`src/rtl/signal_measure_ctrl.sv`:
```
// Frequency / duty-cycle measurement of one asynchronous input over AVG_CYCLES periods.
// Define SIGNAL_MEASURE_DUTY_EN to build the duty divider; otherwise duty reads 0.
module signal_measure_ctrl #(
    parameter int CLK_FREQ       = 50_000_000,
    parameter int AVG_CYCLES     = 8,
    parameter int TIMEOUT_CYCLES = CLK_FREQ
) (
    input  logic        clk,
    input  logic        rst,
    input  logic        enable,
    input  logic        sig_in,
    output logic        busy,
    output logic        finish,
    output logic [25:0] period_out,
    output logic [7:0]  duty,
    output logic [19:0] high_time,
    output logic [19:0] low_time
);

    localparam logic [2:0] S_IDLE    = 3'd0;
    localparam logic [2:0] S_ARM     = 3'd1;
    localparam logic [2:0] S_MEASURE = 3'd2;
    localparam logic [2:0] S_CALC    = 3'd3;
    localparam logic [2:0] S_DONE    = 3'd4;

    localparam int               TMO_W    = $clog2(TIMEOUT_CYCLES + 1);
    localparam logic [TMO_W-1:0] TMO_LAST = TMO_W'(TIMEOUT_CYCLES - 1);
    localparam logic [7:0]       AVG_LAST = 8'(AVG_CYCLES - 1);

    function automatic logic [25:0] sat_inc26(input logic [25:0] v);
        return (v == '1) ? v : v + 26'd1;
    endfunction

    function automatic logic [19:0] sat_inc20(input logic [19:0] v);
        return (v == '1) ? v : v + 20'd1;
    endfunction

    function automatic logic [7:0] clamp_duty(input logic [26:0] q);
        return (q > 27'd100) ? 8'd100 : q[7:0];
    endfunction

    logic [2:0]       state_q, state_d;
    logic             s1_q, s2_q, s3_q;
    logic             rise;
    logic [25:0]      acc_per_q, acc_per_d;
    logic [19:0]      acc_hi_q, acc_hi_d;
    logic [19:0]      acc_lo_q, acc_lo_d;
    logic [7:0]       cnt_q, cnt_d;
    logic [TMO_W-1:0] tmo_q, tmo_d;
    logic             tmo_hit;
    logic             busy_q, busy_d;
    logic             finish_q, finish_d;
    logic [25:0]      per_out_q, per_out_d;
    logic [19:0]      hi_out_q, hi_out_d;
    logic [19:0]      lo_out_q, lo_out_d;
    logic [7:0]       duty_q, duty_d;

`ifdef SIGNAL_MEASURE_DUTY_EN
    logic [26:0] div_num_q, div_num_d;
    logic [25:0] div_rem_q, div_rem_d;
    logic [4:0]  div_cnt_q, div_cnt_d;
    logic [26:0] rem_shift;
    logic [26:0] den;

    // Restoring division: the numerator shifts out MSB-first and is replaced by quotient bits.
    assign rem_shift = {div_rem_q, div_num_q[26]};
    assign den       = {1'b0, acc_per_q};
`endif

    assign rise = s2_q & ~s3_q;

    always_comb begin
        state_d   = state_q;
        acc_per_d = acc_per_q;
        acc_hi_d  = acc_hi_q;
        acc_lo_d  = acc_lo_q;
        cnt_d     = cnt_q;
        tmo_d     = tmo_q;
        tmo_hit   = 1'b0;
        busy_d    = busy_q;
        finish_d  = finish_q;
        per_out_d = per_out_q;
        hi_out_d  = hi_out_q;
        lo_out_d  = lo_out_q;
        duty_d    = duty_q;
`ifdef SIGNAL_MEASURE_DUTY_EN
        div_num_d = div_num_q;
        div_rem_d = div_rem_q;
        div_cnt_d = div_cnt_q;
`endif
        case (state_q)
            S_IDLE, S_DONE: begin
                if (enable) begin
                    state_d   = S_ARM;
                    acc_per_d = '0;
                    acc_hi_d  = '0;
                    acc_lo_d  = '0;
                    cnt_d     = '0;
                    tmo_d     = '0;
                    busy_d    = 1'b1;
                    finish_d  = 1'b0;
                end
            end
            S_ARM: begin
                if (rise) begin
                    state_d = S_MEASURE;
                    tmo_d   = '0;
                end else if (tmo_q == TMO_LAST) begin
                    tmo_hit = 1'b1;
                end else begin
                    tmo_d = tmo_q + TMO_W'(1);
                end
            end
            S_MEASURE: begin
                if (rise && cnt_q == AVG_LAST) begin
                    state_d = S_CALC;
`ifdef SIGNAL_MEASURE_DUTY_EN
                    div_num_d = 27'(acc_hi_q) * 27'd100;
                    div_rem_d = '0;
                    div_cnt_d = 5'd27;
`endif
                end else begin
                    if (rise) begin
                        cnt_d = cnt_q + 8'd1;
                        tmo_d = '0;
                    end else if (tmo_q == TMO_LAST) begin
                        tmo_hit = 1'b1;
                    end else begin
                        tmo_d = tmo_q + TMO_W'(1);
                    end
                    // s3 is the edge-detect register, so high/low split lines up with rise.
                    acc_per_d = sat_inc26(acc_per_q);
                    if (s3_q) acc_hi_d = sat_inc20(acc_hi_q);
                    else      acc_lo_d = sat_inc20(acc_lo_q);
                end
            end
            S_CALC: begin
`ifdef SIGNAL_MEASURE_DUTY_EN
                if (div_cnt_q != 5'd0) begin
                    div_cnt_d = div_cnt_q - 5'd1;
                    if (rem_shift >= den) begin
                        div_rem_d = 26'(rem_shift - den);
                        div_num_d = {div_num_q[25:0], 1'b1};
                    end else begin
                        div_rem_d = rem_shift[25:0];
                        div_num_d = {div_num_q[25:0], 1'b0};
                    end
                end else begin
                    state_d   = S_DONE;
                    busy_d    = 1'b0;
                    finish_d  = 1'b1;
                    per_out_d = acc_per_q;
                    hi_out_d  = acc_hi_q;
                    lo_out_d  = acc_lo_q;
                    duty_d    = (acc_per_q == '0) ? 8'd0 : clamp_duty(div_num_q);
                end
`else
                state_d   = S_DONE;
                busy_d    = 1'b0;
                finish_d  = 1'b1;
                per_out_d = acc_per_q;
                hi_out_d  = acc_hi_q;
                lo_out_d  = acc_lo_q;
                duty_d    = 8'd0;
`endif
            end
            default: state_d = S_IDLE;
        endcase

        if (tmo_hit) begin
            state_d   = S_DONE;
            busy_d    = 1'b0;
            finish_d  = 1'b1;
            per_out_d = '0;
            hi_out_d  = '0;
            lo_out_d  = '0;
            duty_d    = '0;
        end
    end

    always_ff @(posedge clk) begin
        if (rst) begin
            state_q   <= S_IDLE;
            s1_q      <= 1'b0;
            s2_q      <= 1'b0;
            s3_q      <= 1'b0;
            cnt_q     <= '0;
            tmo_q     <= '0;
            busy_q    <= 1'b0;
            finish_q  <= 1'b0;
            per_out_q <= '0;
            hi_out_q  <= '0;
            lo_out_q  <= '0;
            duty_q    <= '0;
        end else begin
            state_q   <= state_d;
            s1_q      <= sig_in;
            s2_q      <= s1_q;
            s3_q      <= s2_q;
            cnt_q     <= cnt_d;
            tmo_q     <= tmo_d;
            busy_q    <= busy_d;
            finish_q  <= finish_d;
            per_out_q <= per_out_d;
            hi_out_q  <= hi_out_d;
            lo_out_q  <= lo_out_d;
            duty_q    <= duty_d;
        end
    end

    // Datapath registers are always cleared on start, so they carry no reset.
    always_ff @(posedge clk) begin
        acc_per_q <= acc_per_d;
        acc_hi_q  <= acc_hi_d;
        acc_lo_q  <= acc_lo_d;
`ifdef SIGNAL_MEASURE_DUTY_EN
        div_num_q <= div_num_d;
        div_rem_q <= div_rem_d;
        div_cnt_q <= div_cnt_d;
`endif
    end

    assign busy       = busy_q;
    assign finish     = finish_q;
    assign period_out = per_out_q;
    assign high_time  = hi_out_q;
    assign low_time   = lo_out_q;
    assign duty       = duty_q;

endmodule

```
`config.mk`:
```
export PLATFORM = sky130hd
export DESIGN_NAME = signal_measure_ctrl
export DESIGN_NICKNAME = d
export VERILOG_FILES = /design/src/rtl/signal_measure_ctrl.sv
export SDC_FILE = /design/constraint.sdc
export NUM_CORES = 1
export LEC_CHECK = 0
export CORE_ASPECT_RATIO = 1.5
export CORE_MARGIN = 1
export CORE_UTILIZATION = 56
export DETAILED_ROUTE_END_ITERATION = 7
export PLACE_DENSITY = 0.79
export SKIP_CTS_REPAIR_TIMING = 1
export SKIP_LAST_GASP = 1
export SLEW_MARGIN = 20
export SYNTH_ARGS = -nofsm -noshare
export SYNTH_HDL_FRONTEND = slang
export SYNTH_SLANG_ARGS = --single-unit
```
`constraint.sdc`:
```
create_clock -name clk -period 6.3 [get_ports clk]
set_input_delay 1.26 -clock clk [delete_from_list [all_inputs] [get_ports clk]]
set_output_delay 1.26 -clock clk [all_outputs]
set_load 0.05 [all_outputs]
```
Word level (Yosys, flattened, before mapping) --
Index checks and enable logic that the tools add are counted.
Cells by class: $add $sub $neg 5, equality and inequality tests 22, multiplexer cells 35, bitwise logic cells 2, reduce and logical (&&, ||, !) cells 17
Operators with widths (count):
- $mux W26 | 6
- $mux W20 | 7
- $pmux W20 S2 | 2
- $pmux W26 S3 | 1
- $add A26 B1 Y26 const B | 2
- $eq A26 B26 Y1 const B | 2
- $pmux W26 S2 | 1
- $add A20 B1 Y20 const B | 2
- $eq A20 B20 Y1 const B | 2
- $mux W8 | 3
- $ne A2 B2 Y1 const B | 10
- $pmux W8 S2 | 1
- $mux W3 | 4
- $pmux W3 S4 | 1
- $reduce_and A5 Y1 | 2
- $ne A3 B3 Y1 const B | 3
- $reduce_and A3 Y1 | 3
- $add A8 B1 Y8 const B | 1
- $eq A8 B3 Y1 const B | 1
- $reduce_and A4 Y1 | 2
- $eq A3 B2 Y1 const B | 2
- $mux W1 | 6
- $pmux W1 S2 | 3
- $reduce_bool A3 Y1 | 2
- 9 further kinds | 12
Storage, ports and cells: bits in registers 174, bits of input ports 4

Longest topological paths before layout --
Gate-level depths: netlist (run 1).
depth in word-level cells 7, gate-level depth with buffers 9, gate-level depth less buffers 6

Worst setup path after synthesis (run 1) --
No wires, ideal clock.
path kind input -> register, start in enable, end reg acc_per_q[0] (enable), arrival time 3.291 ns, data required time 5.891 ns, slack 2.599 ns, cell stages on the path 4, buffers on the path 1, cell sequence or3b_2 > clkbuf_1 > a21boi_0 > nor2_1
On the way: cells in the longest elaborated chain, start to end 2
RTL lines:
- from (decl) | RTL line 10 | input logic enable,
- $ne A2 B2 Y1 (no line)
- $reduce_and A4 Y1 (no line)
- to (signal assigned) | RTL line 213 | acc_per_q <= acc_per_d;
- to (decl) | RTL line 45 | logic [25:0] acc_per_q, acc_per_d;
No other way between the ends. A chain may end at the register's enable or synchronous reset.

Final worst setup path (run 1) --
start in enable, end reg acc_lo_q[8] (enable)
On the way: cells in the longest elaborated chain, start to end 2
RTL lines:
- $ne A2 B2 Y1 (no line)
- $reduce_and A5 Y1 (no line)
- to (signal assigned) | RTL line 215 | acc_lo_q <= acc_lo_d;
- to (decl) | RTL line 47 | logic [19:0] acc_lo_q, acc_lo_d;
No other way between the ends.

==> results of run 1 <==
## Yosys cell counts (2+ instances only)
master and count:
o31ai_1 26, a21oi_1 100, clkbuf_1 31, and2_1 6, nand4_1 21, dfxtp_1 108, xnor2_1 34, edfxtp_1 66
or3_1 13, nor3_1 15, a31oi_1 3, nand2b_1 6, nor2b_1 9, o21ai_0 17, buf_2 12, nor4b_1 3
or2_2 2, buf_4 10, xor2_1 26, buf_1 6, nand2_1 160, nand3_1 45, or4_1 14, and4_1 10
a21o_1 2, ha_1 5, and3_1 12, nor4_1 12, buf_6 3, nor2_1 80, a21boi_0 2, inv_1 11
o22a_1 2
## placed cells by master (no fill, tap or decap), types with 21 or more instances in the layout
| cell | instances |
|---|---|
| a21oi_1 | 98 |
| clkdlybuf4s50_1 | 71 |
| dfxtp_1 | 108 |
| edfxtp_1 | 66 |
| nand2_1 | 160 |
| nand3_1 | 45 |
| nand4_1 | 21 |
| nor2_1 | 78 |
| o31ai_1 | 26 |
| xnor2_1 | 34 |
| xor2_1 | 26 |
## logic make-up (layout without fill, tap and decap cells)
| logic type | count (synthesis) | in the layout | synth area share [%] |
|---|---|---|---|
| flops | 174 | 174 | 51.18 |
| compound gates | 162 | 162 | 11.71 |
| fa+ha+maj | 5 | 5 | 0.7727 |
| mux | 1 | 1 | 0.1236 |
| other cells | 1 | 8 | 0.04632 |
| simple gates | 420 | 420 | 25.36 |
| buf+inv | 73 | 121 | 4.311 |
| xor+xnor | 60 | 60 | 6.491 |
## state kept, by name, indices dropped and copies added, names as in the netlist, 8 cells and up
register / count
cnt_q: 8
period_out: 26
acc_lo_q: 20
tmo_q: 26
acc_per_q: 26
low_time: 20
high_time: 20
acc_hi_q: 20
## cell type report
class                   count  share of cell area, %
well taps                 192                  2.543
clock buffers              24                  5.669
flip-flops and latches    174                  43.87
inverters                  11                 0.4371
repair buffers             79                  8.159
multi-input cells         656                  38.79
clock inverters             7                 0.5298
## metal layers
| layer | track usage [%] | up-vias |
|---|---|---|
| met5 | 0 | - |
| met4 | 8.188 | 0 |
| met3 | 3.796 | 22 |
| met2 | 40.75 | 155 |
| met1 | 30.16 | 3101 |
| li1 | - | 3229 |
## metrics by stage
| step | instances | cell area (um^2) | util, % | setup WS (ns) | power [mW] |
|---|---|---|---|---|---|
| 3_5_place_dp | 1111 | 8838 | 62.87 | 2.389 | 1.405 |
| 4_1_cts | 1142 | 9424 | 67.03 | 2.828 | 2.414 |
| 6_report | 1143 | 9447 | 67.19 | 3.057 | 2.404 |
| 2_1_floorplan | 903 | 8123 | - | 2.599 | 1.374 |
| 5_1_grt | 1143 | 9447 | 67.19 | 2.930 | 2.481 |
| 3_3_place_gp | 1111 | 8838 | 62.87 | 2.420 | 1.400 |
## power breakdown
group          switching (mW)  internal [mW]
clock                   0.426          0.595
combinational          0.0920         0.0413
sequential             0.0430           1.21
total                   0.561           1.84
## final timing paths
check,start,to,slack (ns),cells past startpoint
worst min-delay path,s1_q,s2_q,0.45,1
worst max register to register,state_q[1],acc_lo_q[8],3.49,3
worst max-delay path,enable,acc_lo_q[8],3.06,4
worst min register to register,s1_q,s2_q,0.45,1
==> qor.txt, run 1 <==
Sequential-to-total area share from yosys stat: 51.18%
DRC Markers: 0
Routed wl met3: 539 um
Vias in the first global route: 5980
Worst slew margin: 35.31%
GRT Util Overall: 23.72%
Initial Util: 57.59%
1st-pass router iterations: 5
Vias per cell: 5.693
Die span in y: 149.3 um
CP Data Arrival Time: 3.30 ns
Die outline area: 14950 um^2
Clock Path Buffers: 2
Placement Rows: 53
IO Pins: 80
Crit-path leading delay family: compound AO/OA/AOI/OAI gates
Fin crit share: 51.48%
# fillers: 1152
Syn_area_per_cell: 9.036 um^2
Worst hold slack: 0.4515 ns
Buf/Inv on CP: 1
Post-synth top area cell: dfxtp_1
Worst-margin pin slew: 0.9694 ns
Synth cell types: 57
Peak supply drop: 0.2035 mV
PD cells: 254.4 nW/um^2
Leakage power: 3.008 nW
Total gr overflow: 0
Syn Inst Count: 896
Largest net degree at the start of global routing: 70
Clock sink total: 174
Max-cap violations: 0
CTS clock-pin slew for the worst setup and hold paths: 0.06 ns
CP max stage delay: 0.67 ns
CTS tree: done
CP max stage cell: a21oi_4
Area growth, synth to finish: 16.67%
Total CTS buffers: 17
Met1 Wirelength: 7.376 mm
Fin. Hold Viols: 0
Status: finished, final reports clean
Type of the worst min-delay path: reg2reg
Worst Path Class, Setup: in2reg
Crit path cell chain: clkdlybuf4s50_1, or3b_2, a21boi_0, a21oi_4
Register area: 4144 um^2
I/O Buffers: 71
Crit path launch type: input port
Synth Flop Type: dfxtp_1
CP endpoint kind: register
Clock Skews: 0.01143 ns
DRT iter0 DRCs: 257
Post-synth EDFFs: 66
Asr flop ratio synth: 0%
Share of the synthesized area in the top cell type: 26.70%
WP data required: 6.36 ns
Final net count: 948
Antenna violations before repair: 0
Core area: 14060 um^2
Final ANT Viol Nets: 0
Top cells by area, synth: dfxtp_1, edfxtp_1, nand2_1, a21oi_1, nor2_1
Slew Viols, Final: 0
Clk Latency, worst-skew pair: 0.43 ns
Total routed wirelength: 16.89 mm
HPWL Detailed: 10.99 mm
Yosys warns: 0
RSZ-0062 raised after global routing: no
Uppermost layer routed: met4
Metal2 WL: 8.730 mm
#FFs+latches synth: 174
Horiz. Die Dim: 100.2 um
Tmin final: 3.243 ns
Share of layout cells above drive strength 1: 5.783%
Global-route wire length before repair: 28.33 mm
CP Max Fanout: 20
Via count: 6507
Synthesized area: 8097 um^2
CTS root buf: clkbuf_16
N_diodes: 0
DR WL/cell: 14.78 um
CTS HTree Levels: 4
Multi-input logic area: 3665 um^2
Achievable clock frequency: 308.4 MHz
Placer congestion estimate: 0.8686
Setup violators final: 0
Setup TNS: 0 ns
Note: power is estimated with default switching activity, not from simulation.
==> run 2: changes to the inputs <==
- clock period: 6.3 -> 3 ns (I/O delays scaled with it)
==> run 2 against run 1 <==
Clock-buffer cell count shrank 7. Critical path type is now reg2reg. Power grew 120%. Critical path depth grew 1. Utilization grew 1.1 points. Clock skew grew 0.0014 ns.
==> qor.txt, run 2 (same netlist as run 1, synthesis figures left out) <==
Worst hold slack: 0.4526 ns (+0.001015 ns)
Utilization after layout: 68.28% (+1.1 points)
Achievable clock frequency: 405.4 MHz
CP Max Fanout: 28 (+40%)
Fin crit share: 82.23%
N_diodes: 0 (unchanged)
CTS tree: done
Global-route wire length before repair: 28.86 mm (+1.8%)
R2r startpoint: cnt_q[3]
Die outline area: 14950 um^2 (unchanged)
Final net count: 958 (+1.1%)
Worst Path Class, Setup: reg2reg
Fin. Hold Viols: 0 (unchanged)
DRC Markers: 0 (unchanged)
Clock Path Buffers: 2 (unchanged)
Most frequent cells in the layout: nand2_1, dfxtp_1, a21oi_1
Placed cell area: 8996 um^2 (+1.8%)
Status: finished, final reports clean
Reg-to-reg slack, setup: 0.53 ns (-2.96 ns)
GRT Util Overall: 24.45% (+0.74 points)
Setup violators final: 0 (unchanged)
Total gr overflow: 0 (unchanged)
Clock sink total: 174 (unchanged)
WP data required: 3.36 ns (-3.00 ns)
1st-pass router iterations: 5 (unchanged)
Most common cell after layout, fill and taps aside: nand2_1
CTS root buf: clkbuf_16
Largest net degree at the start of global routing: 70 (unchanged)
CP Data Arrival Time: 2.83 ns (-0.47 ns)
RSZ-0062 raised after global routing: no
Setup TNS: 0 ns (unchanged)
Critical Path Source: cnt_q[3]
Antenna violations before repair: 0 (unchanged)
Crit path cell chain: or4_1, o31a_1, nor2_2, o21ai_0, a21oi_1
Clock Skews: 0.01281 ns (+0.001385 ns)
CP endpoint kind: register
Horiz. Die Dim: 100.2 um (unchanged)
Core area: 14060 um^2 (unchanged)
Placement Rows: 53 (unchanged)
Leakage power: 3.091 nW (+2.8%)
Crit path launch type: register
Post-route design area: 9599 um^2 (+1.6%)
PnR worst setup slack: 0.5330 ns (-2.524 ns)
PD cells: 538.8 nW/um^2 (+110%)
Slew Viols, Final: 0 (unchanged)
Type of the worst min-delay path: reg2reg
Initial Util: 57.59% (unchanged)
Share of layout cells above drive strength 1: 7.069% (+1.3 points)
Placer congestion estimate: 0.8923 (+2.7%)
Via count: 6544 (+0.57%)
Area growth, synth to finish: 18.56%
Worst-margin pin slew: 0.9555 ns (-0.01384 ns)
CTS clock-pin slew for the worst setup and hold paths: 0.07 ns (about the same)
Finished Layout Cells: 1154 (+0.96%)
Total CTS buffers: 17 (unchanged)
CP max stage cell: nor2_2
CP max stage delay: 0.76 ns (+0.09 ns)
Final ANT Viol Nets: 0 (unchanged)
CTS HTree Levels: 4 (unchanged)
Die span in y: 149.3 um (unchanged)
HPWL Detailed: 11.64 mm (+5.9%)
Max-cap violations: 0 (unchanged)
DR WL/cell: 14.96 um (+1.3%)
Pwr Total: 5.172 mW (+120%)
Tmin final: 2.467 ns
IO Pins: 80 (unchanged)
Dpl ws: 0.1764 ns (-2.213 ns)
I/O Buffers: 71 (unchanged)
Worst Setup EP: tmo_q[1]
Peak supply drop: 0.4035 mV (+98%)
Worst slew margin: 36.23% (+0.92 points)
Total routed wirelength: 17.27 mm (+2.2%)
Clk Latency, worst-skew pair: 0.44 ns (about the same)
DRT iter0 DRCs: 397 (+54%)
Vias per cell: 5.671 (-0.39%)
Placed cells: 1122 (+0.99%)
R2r endpoint: tmo_q[1]
R2R cell count: 5 (+2)
Vias in the first global route: 6163 (+3.1%)
[run 2: changes by cell type in the layout (fill, tap and decap cells not counted), sizes merged]
cell	before	now
inv	11	18
bufinv	0	2
buf	8	18
clkbuf	24	17
clkinvlp	2	1
[run 2: worst min-delay path by stage]
stage / from / to / cells past startpoint
2_1_floorplan: s1_q / s2_q / 1
3_3_place_gp: s1_q / s2_q / 1
3_5_place_dp: low_time[2] / low_time[2] / 2
4_1_cts: low_time[2] / low_time[2] / 2
5_1_grt: low_time[3] / low_time[3] / 2
6_report: high_time[5] / high_time[5] / 2
[run 2: area by class of cell]
type	count	area, um^2
clock buffers	17	425.4
clock inverters	15	177.7
fillers	1165	4459
inverters	11	41.29
multi-input cells	656	3650
flip-flops and latches	174	4144
well taps	192	240.2
repair buffers	89	920.9
[run 2: routing by layer]
| metal | part of all wire [%] | GRT usage [%] | wire length [um] | up-vias |
|---|---|---|---|---|
| met3 | 4.4 | 4.592 | 752 | 35 |
| met2 | 52 | 42.77 | 9037 | 171 |
| met1 | 41 | 28.76 | 7089 | 3079 |
| met4 | 2.3 | 11.23 | 390 | 0 |
| li1 | - | - | - | 3259 |
| met5 | 0 | 0 | 0 | - |
[run 2: power breakdown]
group          switching, mW  internal (mW)  leakage (nW)
Sequential            0.0895           2.53          1.53
Combinational          0.199          0.107          1.27
Clock                  0.990           1.26         0.292
[run 2: critical path: cells and delay by family, from the launching register on]
family           cells  cell delay, ns
AO/OA/AOI/OAI        3            0.68
flip-flops           1            0.36
AND/OR/NAND/NOR      2            1.34
==> run 3: changes to the inputs <==
- clock period: 3 -> 2.3 ns (I/O delays scaled with it)
==> run 3 against run 2 <==
Wire length increased by 2.4%. Critical endpoint is now tmo_q[4]. Power up 30%. Flip-flop and latch count did not move. Non-clock buffer count grew 40. Design area rose by 3.7%. Highest routed layer unchanged. Clock skew shrank 0.0022 ns.
==> qor.txt, run 3 (same netlist as run 1, synthesis figures left out) <==
Buf/Inv on CP: 1 (+1)
CTS root buf: clkbuf_16
Fin. Hold Viols: 0 (unchanged)
CP endpoint kind: register
CP Data Arrival Time: 2.51 ns (-0.32 ns)
CP Max Fanout: 27 (-3.6%)
CP max stage delay: 0.60 ns (-0.16 ns)
Placement Rows: 53 (unchanged)
Status: finished, final reports clean
CP max stage cell: or4_1
Final ANT Viol Nets: 0 (unchanged)
Vias per cell: 5.604 (-1.2%)
Multi-input logic area: 3692 um^2 (+1.2%)
Register area: 4144 um^2 (unchanged)
Via count: 6691 (+2.2%)
Vias in the first global route: 6350 (+3.0%)
Dpl ws: -0.2145 ns (-0.3909 ns)
Die span in y: 149.3 um (unchanged)
Pwr Total: 6.742 mW (+30%)
HPWL Detailed: 11.88 mm (+2.1%)
Total CTS buffers: 17 (unchanged)
PD cells: 677.5 nW/um^2 (+26%)
Most frequent cells in the layout: nand2_1, dfxtp_1, a21oi_1
Leakage power: 3.303 nW (+6.9%)
Antenna violations before repair: 0 (unchanged)
Worst-margin pin slew: 0.6848 ns (-0.2707 ns)
Placer congestion estimate: 0.8984 (+0.68%)
Achievable clock frequency: 463.8 MHz (+14%)
Global-route wire length before repair: 30.11 mm (+4.4%)
Type of the worst min-delay path: reg2reg
Crit-path leading delay family: simple AND/OR/NAND/NOR gates
Clock Skews: 0.01063 ns (-0.002186 ns)
Largest net degree at the start of global routing: 67 (-4.3%)
Total routed wirelength: 17.68 mm (+2.4%)
IO Pins: 80 (unchanged)
GRT Util Overall: 25.13% (+0.68 points)
Core area: 14060 um^2 (unchanged)
Max-cap violations: 0 (unchanged)
CTS clock-pin slew for the worst setup and hold paths: 0.06 ns (about the same)
CTS tree: done
Worst Path Class, Setup: reg2reg
Finished Layout Cells: 1194 (+3.5%)
Crit path cell chain: or4_1, o31a_1, nor2_4, buf_4, o31ai_1, a21oi_1
I/O Buffers: 71 (unchanged)
DRT iter0 DRCs: 348 (-12%)
CTS HTree Levels: 4 (unchanged)
Initial Util: 57.59% (unchanged)
Clk Latency, worst-skew pair: 0.43 ns (about the same)
Die outline area: 14950 um^2 (unchanged)
Fin crit share: 93.73% (+12 points)
Post-route design area: 9952 um^2 (+3.7%)
Final net count: 998 (+4.2%)
Setup violators final: 0 (unchanged)
N_diodes: 0 (unchanged)
PnR worst setup slack: 0.1441 ns (-0.3889 ns)
Area growth, synth to finish: 22.92%
Slew Viols, Final: 0 (unchanged)
Most common cell after layout, fill and taps aside: nand2_1
Utilization after layout: 70.79% (+2.5 points)
Horiz. Die Dim: 100.2 um (unchanged)
Tmin final: 2.156 ns (-0.3111 ns)
Clock sink total: 174 (unchanged)
# fillers: 1129 (-3.1%)
Worst slew margin: 54.35% (+18 points)
RSZ-0062 raised after global routing: no
Placed cell area: 9340 um^2 (+3.8%)
Placed cells: 1161 (+3.5%)
DR WL/cell: 14.81 um (-1.0%)
Peak supply drop: 0.5903 mV (+46%)
Total gr overflow: 0 (unchanged)
DRC Markers: 0 (unchanged)
Clock Path Buffers: 2 (unchanged)
1st-pass router iterations: 5 (unchanged)
Share of layout cells above drive strength 1: 11.08% (+4.0 points)
WP data required: 2.65 ns (-0.71 ns)
Crit path launch type: register
[run 3: final timing paths]
| kind | cells past startpoint | to | startpoint | slack (ns) |
|---|---|---|---|---|
| worst max-delay path | 6 | tmo_q[4] | cnt_q[7] | 0.14 |
| worst min-delay path | 1 | s2_q | s1_q | 0.45 |
| worst max register to register | 6 | tmo_q[4] | cnt_q[7] | 0.14 |
| worst min register to register | 1 | s2_q | s1_q | 0.45 |
[run 3: cell type report]
type,count,share of cell area (%)
tap,192,2.414
multi-input combinational,656,37.10
clock buffer,20,4.601
timing repair buffer,129,12.52
inverter,11,0.4149
sequential,174,41.64
clock inverter,12,1.308
[run 3: per-stage QoR]
step	setup TNS [ns]	hold slack, ns
after floorplan	0	0.4138
after global placement	-6.543	0.4181
after detailed placement	-8.334	0.4324
after CTS	-0.7172	0.4476
after global routing	0	0.4612
final	0	0.4467
[run 3: report_power, final]
| group | total (mW) | switching (mW) | internal, mW |
|---|---|---|---|
| Combinational | 0.457 | 0.282 | 0.175 |
| Sequential | 3.41 | 0.108 | 3.30 |
| Clock | 2.88 | 1.20 | 1.67 |
| Total | 6.74 | 1.59 | 5.15 |
[run 3: metal layers]
| metal | GRT usage (%) | wire length [um] | vias up |
|---|---|---|---|
| li1 | - | - | 3333 |
| met2 | 43.12 | 9264 | 185 |
| met1 | 31.38 | 7409 | 3154 |
| met5 | 0 | 0 | - |
| met4 | 9.783 | 259 | 0 |
| met3 | 4.217 | 748 | 19 |
